===== config.mk =====
export PLATFORM = sky130hd
export DESIGN_NAME = uart_mem_dump
export DESIGN_NICKNAME = d
export VERILOG_FILES = /design/src/rtl/uart_mem_dump.sv
export SDC_FILE = /design/constraint.sdc
export NUM_CORES = 1
export LEC_CHECK = 0
export CORE_UTILIZATION = 50
export DETAILED_ROUTE_END_ITERATION = 8
export PLACE_DENSITY_LB_ADDON = 0.1
export SLEW_MARGIN = 0
export SYNTH_ARGS = -nofsm -noshare
export SYNTH_HDL_FRONTEND = slang
export SYNTH_SLANG_ARGS = --single-unit

===== constraint.sdc =====
create_clock -name sys_clk -period 5.15 [get_ports sys_clk]
set_input_delay 0.7725 -clock sys_clk [delete_from_list [all_inputs] [get_ports sys_clk]]
set_output_delay 0.7725 -clock sys_clk [all_outputs]
set_load 0.005 [all_outputs]

===== src/rtl/uart_mem_dump.sv =====
// Streams a range of 16-bit memory words out over the UART transmitter, high byte first.
// Define UART_MEM_DUMP_TERM_EN to append a 0xFF 0xFF end marker to every dump.
//
// state   | meaning
// IDLE    | waiting for start
// RD      | read address presented to mem
// LAT     | mem data valid, captured into word_q
// TX_HI   | waiting for tx_ready to send high byte
// GD_HI   | guard cycle after high-byte strobe
// TX_LO   | waiting for tx_ready to send low byte
// GD_LO   | guard cycle after low-byte strobe
// NEXT    | advance address / count or finish
// TERM_HI | waiting for tx_ready to send first 0xFF
// GD_TH   | guard after first 0xFF
// TERM_LO | waiting for tx_ready to send second 0xFF
// GD_TL   | guard after second 0xFF
// FIN     | pulse done, drop busy
module uart_mem_dump #(
  parameter int ADDR_WIDTH = 10,
  parameter int WCNT_WIDTH = 10
) (
  input  logic                  sys_clk,
  input  logic                  rst_n,
  input  logic                  start_i,
  input  logic [ADDR_WIDTH-1:0] start_addr_i,
  input  logic [WCNT_WIDTH-1:0] word_count_i,
  output logic [ADDR_WIDTH-1:0] mem_addr_o,
  output logic                  mem_rd_o,
  input  logic [15:0]           mem_rd_data_i,
  output logic [7:0]            tx_data_o,
  output logic                  tx_en_o,
  input  logic                  tx_ready_i,
  output logic                  busy_o,
  output logic                  done_o
);

  typedef enum logic [3:0] {
    S_IDLE, S_RD, S_LAT, S_TX_HI, S_GD_HI, S_TX_LO, S_GD_LO, S_NEXT,
`ifdef UART_MEM_DUMP_TERM_EN
    S_TERM_HI, S_GD_TH, S_TERM_LO, S_GD_TL,
`endif
    S_FIN
  } state_e;

`ifdef UART_MEM_DUMP_TERM_EN
  localparam state_e S_END = S_TERM_HI;
`else
  localparam state_e S_END = S_FIN;
`endif

  state_e                state_q;
  logic [ADDR_WIDTH-1:0] addr_q;
  logic [ADDR_WIDTH-1:0] addr_d;
  logic [ADDR_WIDTH-1:0] start_word_addr;
  logic [WCNT_WIDTH-1:0] rem_q;
  logic [15:0]           word_q;
  logic                  unused_addr_lsb;

  assign start_word_addr = {start_addr_i[ADDR_WIDTH-1:1], 1'b0};
  assign unused_addr_lsb = start_addr_i[0];
  // Wraps naturally at 2^ADDR_WIDTH.
  assign addr_d          = addr_q + ADDR_WIDTH'(2);

  always_ff @(posedge sys_clk or negedge rst_n) begin
    if (!rst_n) begin
      state_q    <= S_IDLE;
      addr_q     <= '0;
      rem_q      <= '0;
      word_q     <= '0;
      mem_addr_o <= '0;
      mem_rd_o   <= 1'b0;
      tx_data_o  <= '0;
      tx_en_o    <= 1'b0;
      busy_o     <= 1'b0;
      done_o     <= 1'b0;
    end else begin
      tx_en_o <= 1'b0;
      done_o  <= 1'b0;
      case (state_q)
        S_IDLE: begin
          if (start_i) begin
            addr_q <= start_word_addr;
            rem_q  <= word_count_i;
            busy_o <= 1'b1;
            if (word_count_i == '0) begin
              state_q <= S_END;
            end else begin
              mem_addr_o <= start_word_addr;
              mem_rd_o   <= 1'b1;
              state_q    <= S_RD;
            end
          end
        end
        S_RD:  state_q <= S_LAT;
        S_LAT: begin
          word_q   <= mem_rd_data_i;
          mem_rd_o <= 1'b0;
          state_q  <= S_TX_HI;
        end
        S_TX_HI: begin
          if (tx_ready_i) begin
            tx_en_o   <= 1'b1;
            tx_data_o <= word_q[15:8];
            state_q   <= S_GD_HI;
          end
        end
        S_GD_HI: state_q <= S_TX_LO;
        S_TX_LO: begin
          if (tx_ready_i) begin
            tx_en_o   <= 1'b1;
            tx_data_o <= word_q[7:0];
            state_q   <= S_GD_LO;
          end
        end
        S_GD_LO: state_q <= S_NEXT;
        S_NEXT: begin
          if (rem_q == WCNT_WIDTH'(1)) begin
            state_q <= S_END;
          end else begin
            addr_q     <= addr_d;
            rem_q      <= rem_q - WCNT_WIDTH'(1);
            mem_addr_o <= addr_d;
            mem_rd_o   <= 1'b1;
            state_q    <= S_RD;
          end
        end
`ifdef UART_MEM_DUMP_TERM_EN
        S_TERM_HI: begin
          if (tx_ready_i) begin
            tx_en_o   <= 1'b1;
            tx_data_o <= 8'hFF;
            state_q   <= S_GD_TH;
          end
        end
        S_GD_TH: state_q <= S_TERM_LO;
        S_TERM_LO: begin
          if (tx_ready_i) begin
            tx_en_o   <= 1'b1;
            tx_data_o <= 8'hFF;
            state_q   <= S_GD_TL;
          end
        end
        S_GD_TL: state_q <= S_FIN;
`endif
        S_FIN: begin
          done_o  <= 1'b1;
          busy_o  <= 1'b0;
          state_q <= S_IDLE;
        end
        default: state_q <= S_IDLE;
      endcase
    end
  end

endmodule


---- After elaboration in Yosys (flattened, before gate mapping) ----
Cells that the tools add are included.
storage, ports and cells
  flip-flop bits (word level) ............. 62
  bits of input ports ..................... 40
  output and inout bits ................... 22
  logic and storage cells ................. 66
operators by class
  add/subtract/negate cells ............... 2
  equality and inequality tests ........... 14
  muxes and demuxes ....................... 27
  reductions and logical operators ........ 13
operators with widths
  kind                                                                    count
  10-bit 2-to-1 mux                                                       6
  10-bit case mux with 2 select lines                                     3
  4-bit case mux with 8 select lines                                      1
  4-bit 2-to-1 mux                                                        5
  4-bit by 3-bit equality test with 1-bit output, second input constant   4
  8-bit 2-to-1 mux                                                        2
  8-bit case mux with 2 select lines                                      1
  10-bit by 2-bit adder with 10-bit output, second input constant         1
  10-bit by 1-bit equality test with 1-bit output, second input constant  1
  10-bit logical NOT                                                      1
  2-bit != test, second input constant                                    5
  10-bit by 1-bit subtractor with 10-bit output, second input constant    1
  3-bit AND reduction                                                     3
  4-bit by 2-bit equality test with 1-bit output, second input constant   2
  4-bit AND reduction                                                     2
  1-bit 2-to-1 mux                                                        7
  2-bit nonzero test                                                      3
  4-bit by 1-bit equality test with 1-bit output, second input constant   1
  4-bit equality test, second input constant                              1
  4-bit logical NOT                                                       1
  1-bit case mux with 3 select lines                                      1
  3-bit nonzero test                                                      1
  1-bit case mux with 2 select lines                                      1
  2-bit AND reduction                                                     1
  2-bit OR reduction                                                      1

---- Logic depth before layout (Yosys ltp) ----
Gate-level depths: netlist (run 1).
  depth after elaboration ................. 4
  gate-level depth with buffers ........... 7
  gate-level depth less buffers ........... 6

---- Worst setup path after synthesis (run 1) ----
No wires, ideal clock.
  kind .................................... in2reg
  from .................................... in word_count_i[2]
  to ...................................... reg mem_addr_o[3]
  setup time .............................. 0.125 ns
  arrival time ............................ 1.826 ns
  slack ................................... 3.198 ns
  stages on the path ...................... 5
  path through ............................ nor4_1 > nand4_1 > o21ai_2 > buf_6 > mux2_4
between the ends
  longest elaborated chain between the ends .. 3
RTL lines
  item                                  RTL line  source
  from (decl)                           26        input logic [WCNT_WIDTH-1:0] word_count_i,
  10-bit logical NOT                    85        if (word_count_i == '0) begin
  2-bit != test (no source line)        n/a
  4-bit AND reduction (no source line)  n/a
  to (signal assigned)                  88        mem_addr_o <= start_word_addr;
  to (signal assigned)                  122       mem_addr_o <= addr_d;
  to (decl)                             27        output logic [ADDR_WIDTH-1:0] mem_addr_o,
Every way passes these cells.
A chain may end at the register's enable or synchronous reset.

---- Final worst setup path (run 1) ----
  from .................................... reg state_q[2]
  to ...................................... reg mem_addr_o[4]
between the ends
  longest elaborated chain between the ends .. 3
RTL lines
  item                                                                                 RTL line  source
  from (decl)                                                                          51        state_e state_q;
  from (signal assigned)                                                               66        state_q <= S_IDLE;
  from (signal assigned)                                                               86        state_q <= S_END;
  from (signal assigned)                                                               90        state_q <= S_RD;
  4-bit by 3-bit equality test with 1-bit output or 4-bit logical NOT (tied branches)  79        case (state_q)
  2-bit != test (no source line) or 2-bit nonzero test (tied branches)                 n/a
  4-bit AND reduction (no source line)                                                 n/a
Several ways; a longest one is shown, not always the timed one.

==> metrics.md, run 1 <==
| Metric | Value |
|---|---|
| Post-route ant nets | `0` |
| Largest family of logic cells by synthesized area | `simple AND/OR/NAND/NOR gates` |
| Ys Warns | `0` |
| Mux contribution to synthesized area | `roughly 16%` |
| Setup slack after layout | `2.44 ns` |
| Number of flops mapped to enable cells by yosys | `0` |
| DR vias | `2357` |
| Vias in the first global route | `2190` |
| Fin Setup TNS | `0 ns` |
| Clk_lat worst skew | `between 0.3 and 0.4 ns` |
| First-pass GRT wire length | `between 10 and 15 mm` |
| Top FF cell, synth | `dfrtp_1` |
| Post-Route WL | `between 6 and 7 mm` |
| Final core utilization | `between 60% and 70%` |
| Worst slew margin | `between 20 and 30%` |
| Met2 usage | `32.5%` |
| Nature of the critical path endpoint | `register` |
| Iteration count of the initial detailed-routing pass | `4` |
| Worst hold start | `rem_q[9]` |
| Hpwl dp | `about 4 mm` |
| Power Dens Cells | `584 nW/um^2` |
| Worst min path class | `reg2reg` |
| Top Usage Layer GRT | `met2` |
| Synth Area in Simple Gates | `16.0%` |
| RSZ-0062 raised after global routing | `false` |
| Syn Area/Cell | `~11 sq um` |
| I/O pin total | `slightly above 60` |
| Overflow after GRT | `0` |
| PortBufs | `60` |
| Clk buf depth | `2` |
| Wire per inst | `15.0 um` |
| DIE WIDTH | `slightly above 80 um` |
| Cell taking the most area after synthesis | `dfrtp_1` |
| Synth Instances | `around 280` |
| Tcrit/Tclk final | `between 50% and 60%` |
| CP required | `around 5.4 ns` |
| Max FO, Critical Path | `37` |
| Layout Nets | `roughly 380` |
| Met3 GRT Util | `under 10%` |
| Share of layout cells above drive strength 1 | `between 10% and 20%` |
| Vias per cell | `between 5 and 6` |
| Seq/Total Area, Yosys | `48.7%` |
| Critical path type | `reg2reg` |
| CTS H-tree lvls | `3` |
| Final Hold Fails | `0` |
| Routability cong. | `0.750` |
| Root Driver | `clkbuf_8` |
| Pins Over Slew Limit | `0` |
| Static Leak | `1.62 nW` |
| CTS tree | `built` |
| Clock skew after layout | `0.00792 ns` |
| Die ar. | `6690 sq um` |
| DRC viols | `0` |
| Synthesis-to-layout area growth | `24.9%` |
| DR iter-0 viols | `97` |
| CTS Hold Bufs | `0` |
| Clk slew on worst S/H paths | `0.07 ns` |
| Largest net degree at the start of global routing | `63` |
| Synth area leaders | `dfrtp_1 (49%), mux2_2 (8.8%), mux2_4 (3.8%)` |
| Top-area cell type share of the netlist area | `around 50%` |
| Post-Synth XOR/XNOR Area | `around 1.1%` |
| Worst Setup SP | `state_q[2]` |
| Synth Area in Adders | `under 10%` |
| Number of synthesized register bits | `just over 60` |
| Syn nets | `~330` |
| Ant diodes | `0` |
| Most instantiated library cell after synthesis | `dfrtp_1` |
| R2r startpoint | `state_q[2]` |
| FP Rows | `28` |
| Fmax | `369 MHz` |
| Synth cell count leaders | `dfrtp_1 (62), mux2_2 (25), a21oi_1 (18), nand2_1 (18), nor2_1 (15)` |
| Initial Util | `52.8%` |
| Crit path DAT | `between 2 and 3 ns` |
| Setup crit start kind | `register` |
| All-Layer GR Usage | `between 20% and 30%` |
| Maximum VDD drop | `0.296 mV` |
| Initial antenna violation count | `0` |
| Height of the chip | `81.8 um` |
| Status | `completed` |
| Asr flop ratio synth | `100%` |
| Final min period | `about 2.7 ns` |
| Yosys cell types | `50` |
| Post-cts resize count | `0` |
| Finish-stage setup viols | `0` |
| GR Util met1 | `between 20% and 30%` |
| # Post-CTS Setup Buffers | `0` |
| Inserted Clock Buffers | `9` |
| Worst Tran Pin Value | `1.06 ns` |
| Max Cap Viol | `0` |
| Total power | `2.32 mW` |
| Hold Slack | `about 0.5 ns` |
| Total core area | `~6000 sq um` |
| Pre-CTS setup slack | `~2.3 ns` |
| Compound-Gate Fraction of Synth Area | `roughly an eighth` |
| Clock sinks | `between 60 and 70` |
| Post-Syn Area | `between 3000 and 4000 sq um` |
==> report_power, final <==
| part | switching [mW] | total (mW) | internal, mW |
|---|---|---|---|
| clock | 0.194 | 0.443 | 0.249 |
| sequential | 0.208 | 0.926 | 0.718 |
| combinational | 0.403 | 0.952 | 0.550 |
==> per-layer routing <==
metal,vias up,part of all wire (%),wire (um)
met5,-,0,0
met4,0,1.9,116
met3,10,3.8,235
met2,51,49,3030
met1,1152,46,2860
li1,1144,-,-
==> stage by stage <==
stage	instance area, sq um	instances
finish	3980	415
CTS	3980	415
detailed placement	3770	399
global placement	3770	399
floorplan	3180	282
global route	3980	415
==> flip-flops by register name, summed over array words and instances (netlist names) <==
signal,count
done_o,1
mem_rd_o,1
state_q,4
addr_q,10
tx_en_o,1
tx_data_o,8
word_q,16
mem_addr_o,10
busy_o,1
rem_q,10
==> cells by family (layout without fill, tap and decap cells) <==
family                   after synthesis  after routing
AO/OA/AOI/OAI                         60             60
multiplexers                          43             43
adder cells (fa/ha/maj)                3              3
AND/OR/NAND/NOR                       82             82
XOR/XNOR                               4              4
buffers and inverters                 28             86
flip-flops                            62             62
==> worst max-delay path, stage by stage, from the launching register on <==
cell and delay [ns]:
dfrtp_1 0.67, nand4b_4 0.56, a31oi_4 0.61, o21ai_2 0.35
mux2_4 0.39
==> placed cells by master, fill, tap and decap left out, types with 2 or more instances in the layout <==
| cell | instances |
|---|---|
| a211oi_1 | 2 |
| a21oi_1 | 18 |
| a22oi_1 | 2 |
| and2_1 | 2 |
| and4b_1 | 2 |
| buf_4 | 2 |
| clkbuf_8 | 11 |
| clkdlybuf4s50_1 | 59 |
| clkinvlp_4 | 3 |
| dfrtp_1 | 62 |
| ha_1 | 3 |
| inv_1 | 8 |
| mux2_2 | 25 |
| mux2_4 | 8 |
| mux2i_1 | 10 |
| nand2_1 | 18 |
| nand3_1 | 9 |
| nand4_1 | 3 |
| nor2_1 | 15 |
| nor2b_1 | 2 |
| nor3_1 | 5 |
| nor4_1 | 7 |
| nor4b_2 | 2 |
| o211ai_1 | 4 |
| o21ai_0 | 13 |
| o22ai_1 | 6 |
| o2bb2ai_1 | 8 |
| or3_1 | 2 |
| or4_1 | 3 |
| xor2_1 | 3 |
==> worst paths after layout <==
check / endpoint / slack [ns] / cells after the start
setup / recovery: mem_addr_o[4] / 2.44 / 4
hold / removal: rem_q[9] / 0.50 / 1
setup reg to reg: mem_addr_o[4] / 2.44 / 4
hold reg to reg: rem_q[9] / 0.50 / 1
max in group asynchronous: word_q[12] / 4.05 / 2
min in group asynchronous: mem_addr_o[9] / 0.59 / 2
==> cell type report <==
class	count	area (sq um)
multi-input cells	192	1480
fillers	484	2050
repair buffers	62	611
well taps	75	93.8
clock buffers	11	151
inverters	8	30.0
clock inverters	5	57.6
flip-flops and latches	62	1550
Note: power is estimated with default switching activity, not from simulation.
==> run 2, diff against run 1 <==
--- a/config.mk
+++ b/config.mk
@@ -5,7 +5,7 @@
 export SDC_FILE = /design/constraint.sdc
 export NUM_CORES = 1
 export LEC_CHECK = 0
-export CORE_UTILIZATION = 50
+export CORE_UTILIZATION = 47
 export DETAILED_ROUTE_END_ITERATION = 8
 export PLACE_DENSITY_LB_ADDON = 0.1
 export SLEW_MARGIN = 0
==> constraint.sdc (replaced) <==
create_clock -name sys_clk -period 2.4 [get_ports sys_clk]
set_input_delay 0.36 -clock sys_clk [delete_from_list [all_inputs] [get_ports sys_clk]]
set_output_delay 0.36 -clock sys_clk [all_outputs]
set_load 0.005 [all_outputs]
==> run 2 against run 1 <==
  * The run now ends with design-rule violations left
  * Setup slack worse by 2.0 ns
  * Final cell count up 2.9%
  * Routed wire length up 1.7%
  * Via count down 0.34%
  * Fmax up 35%
  * Die area up 6.2%
  * Critical endpoint is now addr_q[4]
  * Clock skew up 0.0014 ns
  * Sequential power up 110%
  * Sequential cell count unchanged
  * Critical path depth up 2
  * Utilization down 3.3 points
==> metrics.md, run 2 (synthesized netlist as in run 1, its figures left out) <==
| Metric | Value |
|---|---|
| CTS Hold Bufs | `0` |
| Initial Util | `just under 50%` |
| Final min period | `~2.0 ns` |
| Die ar. | `just over 7000 sq um` |
| Overflow after GRT | `0` |
| RSZ-0062 raised after global routing | `false` |
| Sequential fraction of design power | `39.3%` |
| Worst slew margin | `between 40% and 50%` |
| Routability cong. | `0.792` |
| Critical path type | `reg2reg` |
| I/O pin total | `slightly above 60` |
| Post-Route WL | `6.34 mm` |
| Vias in the first global route | `between 2000 and 2500` |
| DRC viols | `6` |
| Inserted Clock Buffers | `9` |
| Initial antenna violation count | `0` |
| Power Dens Cells | `1240 nW/um^2` |
| Clk slew on worst S/H paths | `roughly 0.08 ns` |
| CP required | `between 2 and 3 ns` |
| Post-cts resize count | `0` |
| Hpwl dp | `approximately 4.3 mm` |
| # Post-CTS Setup Buffers | `0` |
| Pins Over Slew Limit | `0` |
| Total core area | `~6500 sq um` |
| DR iter-0 viols | `91` |
| Ant diodes | `0` |
| Clock skew after layout | `about 0.0094 ns` |
| Tcrit/Tclk final | `a little over four fifths` |
| Gate power share | `roughly 43%` |
| Maximum VDD drop | `~0.52 mV` |
| CTS H-tree lvls | `3` |
| Layout Nets | `around 390` |
| Post-route ant nets | `0` |
| DR vias | `roughly 2300` |
| CTS tree | `built` |
| Clock power share | `17.9%` |
| DIE WIDTH | `84.3 um` |
| Root Driver | `clkbuf_8` |
| Most common cell after layout, fill and taps aside | `dfrtp_1` |
| All-Layer GR Usage | `between 15 and 20%` |
| Status | `complete, but fails checks` |
| Nature of the critical path endpoint | `register` |
| Int Power | `around 3.3 mW` |
| Share of layout cells above drive strength 1 | `about a fifth` |
| Switching part of the total | `34.7%` |
| Static Leak | `approximately 1.7 nW` |
| Wire per inst | `between 10 and 15 um` |
| Clk_lat worst skew | `about 0.34 ns` |
| Max FO, Critical Path | `12` |
| Clk buf depth | `2` |
| Fin Setup TNS | `0 ns` |
| Largest net degree at the start of global routing | `63` |
| Vias per cell | `5.50` |
| Synthesis-to-layout area growth | `27.2%` |
| Worst min path class | `in2async` |
| Max Cap Viol | `0` |
| Height of the chip | `roughly 84 um` |
| First-pass GRT wire length | `about 11 mm` |
| Number of flip-flops in the largest register | `16` |
| Most frequent cells in the layout | `dfrtp_1 (62), clkdlybuf4s50_1 (59), mux2_2 (25), nand2_1 (18), a21oi_1 (18)` |
| Finish-stage setup viols | `0` |
| Crit path DAT | `approximately 2.2 ns` |
| Failing checks | `design-rule violations` |
| DP Cell Count | `411` |
| Worst r2r path cells | `6` |
| Setup crit start kind | `register` |
| Final Hold Fails | `0` |
| Worst Tran Pin Value | `0.809 ns` |
| P_sw | `approximately 1.7 mW` |
| Clock sinks | `62` |
| Iteration count of the initial detailed-routing pass | `9` |
| Non-Filler Instances | `427` |
| Top reg by flops | `word_q` |
| FP Rows | `29` |
| PortBufs | `60` |
| Fmax | `around 500 MHz` |
==> run 2: power by group through the flow <==
stage               combinational (mW)  clock (mW)  sequential, mW
finish                            2.15       0.901            1.97
CTS                               2.18       0.928            1.97
global route                      2.39       0.959            2.05
global placement                  2.14           0            1.97
detailed placement                2.18           0            1.99
floorplan                         1.60           0            1.86
==> run 2: stage by stage <==
step	worst slack [ns]	power, mW	utilization [%]	cell area (sq um)	hold slack (ns)
5_1_grt	0.243	5.40	62.7	4050	0.269
3_3_place_gp	0.195	4.11	59.7	3860	0.475
2_1_floorplan	0.570	3.46	-	3180	0.0644
4_1_cts	0.363	5.08	62.7	4050	0.215
3_5_place_dp	0.180	4.17	59.7	3860	0.490
6_report	0.393	5.03	62.7	4050	0.160
==> run 2: worst paths after layout <==
check                      startpoint       endpoint  slack, ns
min in group sys_clk        addr_q[0]      addr_q[0]       0.50
max reg2reg                  rem_q[1]      addr_q[4]       0.39
max in group asynchronous       rst_n   tx_data_o[1]       1.67
min reg2reg                 addr_q[0]      addr_q[0]       0.50
max                          rem_q[1]      addr_q[4]       0.39
min                             rst_n  mem_addr_o[9]       0.16
==> run 2: layout make-up <==
cell class | instances | area (sq um)
Clock buffer | 11 | 131
Clock inverter | 5 | 60.1
Fill cell | 545 | 2410
Inverter | 8 | 30.0
Multi-Input combinational cell | 192 | 1480
Sequential cell | 62 | 1550
Tap cell | 77 | 96.3
Timing Repair Buffer | 72 | 698
==> run 2: routing by layer <==
metal / vias up / share of wire [%] / GRT usage (%)
met5: - / 0 / 0
met4: 0 / 1.5 / 8.46
met3: 8 / 3.5 / 3.83
met2: 46 / 47 / 31.8
met1: 1127 / 48 / 26.1
li1: 1168 / - / -
==> run 2: critical path, cell delays in order, from the launching register on <==
cell,delay [ns]
dfrtp_1,0.39
inv_1,0.08
ha_1,0.13
nor4b_2,0.35
a31oi_4,0.19
nor2_4,0.37
mux2_2,0.39
==> run 3, diff against run 2 <==
--- a/config.mk
+++ b/config.mk
@@ -5,7 +5,7 @@
 export SDC_FILE = /design/constraint.sdc
 export NUM_CORES = 1
 export LEC_CHECK = 0
-export CORE_UTILIZATION = 47
+export CORE_UTILIZATION = 50
 export DETAILED_ROUTE_END_ITERATION = 8
 export PLACE_DENSITY_LB_ADDON = 0.1
 export SLEW_MARGIN = 0
==> constraint.sdc (replaced) <==
create_clock -name sys_clk -period 1.9 [get_ports sys_clk]
set_input_delay 0.285 -clock sys_clk [delete_from_list [all_inputs] [get_ports sys_clk]]
set_output_delay 0.285 -clock sys_clk [all_outputs]
set_load 0.005 [all_outputs]
==> run 3 against run 2 <==
  * The flow now finishes without violations
  * Final cell count rose by 6.6%
  * Critical path depth is 3 higher
  * Clock skew down 0.0016 ns
  * Largest cell class is now multi-input gates
==> metrics.md, run 3 (synthesized netlist as in run 1, its figures left out) <==
| Metric | Value |
|---|---|
| Routability cong. | `0.865` |
| Clock skew after layout | `0.00772 ns` |
| Critical path type | `reg2reg` |
| Most frequent cells in the layout | `dfrtp_1 (62), clkdlybuf4s50_1 (59), buf_4 (34), nand2_1 (18), a21oi_1 (18)` |
| Height of the chip | `roughly 82 um` |
| Max Cap Viol | `0` |
| Max FO, Critical Path | `5` |
| FP Rows | `28` |
| Layout Nets | `around 420` |
| First-pass GRT wire length | `11.2 mm` |
| # fillers | `433` |
| Fmax | `between 500 and 600 MHz` |
| Vias per cell | `around 5.5` |
| Worst min path class | `in2async` |
| DIE WIDTH | `around 82 um` |
| Power Dens Cells | `roughly 1600 nW/um^2` |
| Clk_lat worst skew | `about 0.33 ns` |
| Pins Over Slew Limit | `0` |
| Finish-stage setup viols | `0` |
| Worst Tran Pin Value | `about 0.36 ns` |
| Tcrit/Tclk final | `between 90% and 100%` |
| CTS tree | `built` |
| Largest net degree at the start of global routing | `63` |
| Clk buf depth | `2` |
| Top reg by flops | `word_q` |
| Design Area, Final | `approximately 4400 sq um` |
| CP required | `2.11 ns` |
| Clk slew on worst S/H paths | `approximately 0.07 ns` |
| Die ar. | `around 6700 sq um` |
| RSZ-0062 raised after global routing | `true` |
| Number of flip-flops in the largest register | `16` |
| Overflow after GRT | `0` |
| Most common cell after layout, fill and taps aside | `dfrtp_1` |
| Final core utilization | `about three quarters` |
| Initial Util | `52.8%` |
| Static Leak | `~1.9 nW` |
| Final Hold Fails | `0` |
| I/O pin total | `62` |
| Clock sinks | `62` |
| DR iter-0 viols | `75` |
| Post-route ant nets | `0` |
| PortBufs | `60` |
| All-Layer GR Usage | `between 20% and 30%` |
| Initial antenna violation count | `0` |
| Nature of the critical path endpoint | `register` |
| Ant diodes | `0` |
| Total core area | `around 6000 sq um` |
| Crit path DAT | `~2.1 ns` |
| Placed cell areas | `~4000 sq um` |
| Maximum VDD drop | `~0.99 mV` |
| DR vias | `roughly 2500` |
| Share of layout cells above drive strength 1 | `between 20% and 30%` |
| Synthesis-to-layout area growth | `39.0%` |
| Worst slew margin | `75.7%` |
| Final min period | `~1.9 ns` |
| Inserted Clock Buffers | `9` |
| Hpwl dp | `around 4.7 mm` |
| Setup crit start kind | `register` |
| Post-Route WL | `6.91 mm` |
| Fin Setup TNS | `0 ns` |
| Root Driver | `clkbuf_8` |
| Status | `completed` |
| Vias in the first global route | `around 2400` |
| Wire per inst | `between 15 and 20 um` |
| CTS H-tree lvls | `3` |
| Iteration count of the initial detailed-routing pass | `5` |
| DRC viols | `0` |
==> run 3: cell types whose count changed in the layout (fill, tap and decap cells not counted), sizes merged <==
cell,previous run,this run
buf,13,42
clkbuf,11,12
clkinv,3,0
clkinvlp,1,2
dlygate4sd3,0,1
inv,8,9
==> run 3: stage by stage <==
stage | worst slack [ns] | hold slack [ns] | cells | total power, mW
2_1_floorplan | 0.0695 | -0.0106 | 282 | 4.37
3_3_place_gp | -0.222 | 0.326 | 435 | 5.51
3_5_place_dp | -0.239 | 0.328 | 435 | 5.62
4_1_cts | -0.00508 | 0.496 | 453 | 6.87
5_1_grt | -0.0719 | 0.524 | 455 | 7.57
6_report | 0.00580 | 0.489 | 455 | 7.08
==> run 3: path summary, 6_finish.rpt <==
path	startpoint	to	slack [ns]	depth (start not counted)
worst max-delay path	rem_q[1]	addr_q[2]	0.006	9
worst min-delay path	rst_n	mem_addr_o[6]	0.49	3
worst max register to register	rem_q[1]	addr_q[2]	0.006	9
worst min register to register	rem_q[9]	rem_q[9]	0.50	1
max in group asynchronous	rst_n	word_q[13]	1.14	3
min in group sys_clk	rem_q[9]	rem_q[9]	0.50	1
==> run 3: cell type report <==
type	instances	area, sq um	area share [%]
Sequential cell	62	1550	35.1
Inverter	8	30.0	0.679
Multi-Input combinational cell	192	1580	35.6
Tap cell	75	93.8	2.12
Clock inverter	4	53.8	1.22
Clock buffer	12	155	3.51
Timing Repair Buffer	102	966	21.8
==> run 3: repair_timing <==
| item | CTS | global route |
|---|---|---|
| resized for setup | 4 | 20 |
| hold buffers | 1 | 0 |
| setup endpoints to repair | 11 | 19 |
| hold endpoints to repair | 62 | 0 |
| pin swaps | 1 | 2 |
| buffers inserted | 1 | 2 |
==> run 3: metal layers <==
| layer | track usage, % | share of wire, % | up-vias | wire length (um) |
|---|---|---|---|---|
| met2 | 35.6 | 48 | 60 | 3350 |
| met4 | 5.79 | 0.52 | 0 | 36 |
| met1 | 29.6 | 47 | 1197 | 3240 |
| met3 | 6.78 | 4.1 | 4 | 285 |
| met5 | 0 | 0 | - | 0 |
| li1 | - | - | 1228 | - |
==> run 3: critical path: stages (launching register included) <==
cell and delay [ns]:
dfrtp_1 0.39, inv_2 0.09, ha_4 0.12, nor4b_4 0.17, buf_4 0.16, a31oi_4 0.10, buf_6 0.15, nor2_4 0.14
buf_6 0.16, mux2_4 0.30
==> run 3: report_power, final <==
group | switching (mW) | internal (mW) | total, mW
Clock | 0.519 | 0.683 | 1.20
Sequential | 0.497 | 1.95 | 2.45
Combinational | 1.40 | 2.03 | 3.43
Total | 2.42 | 4.66 | 7.08
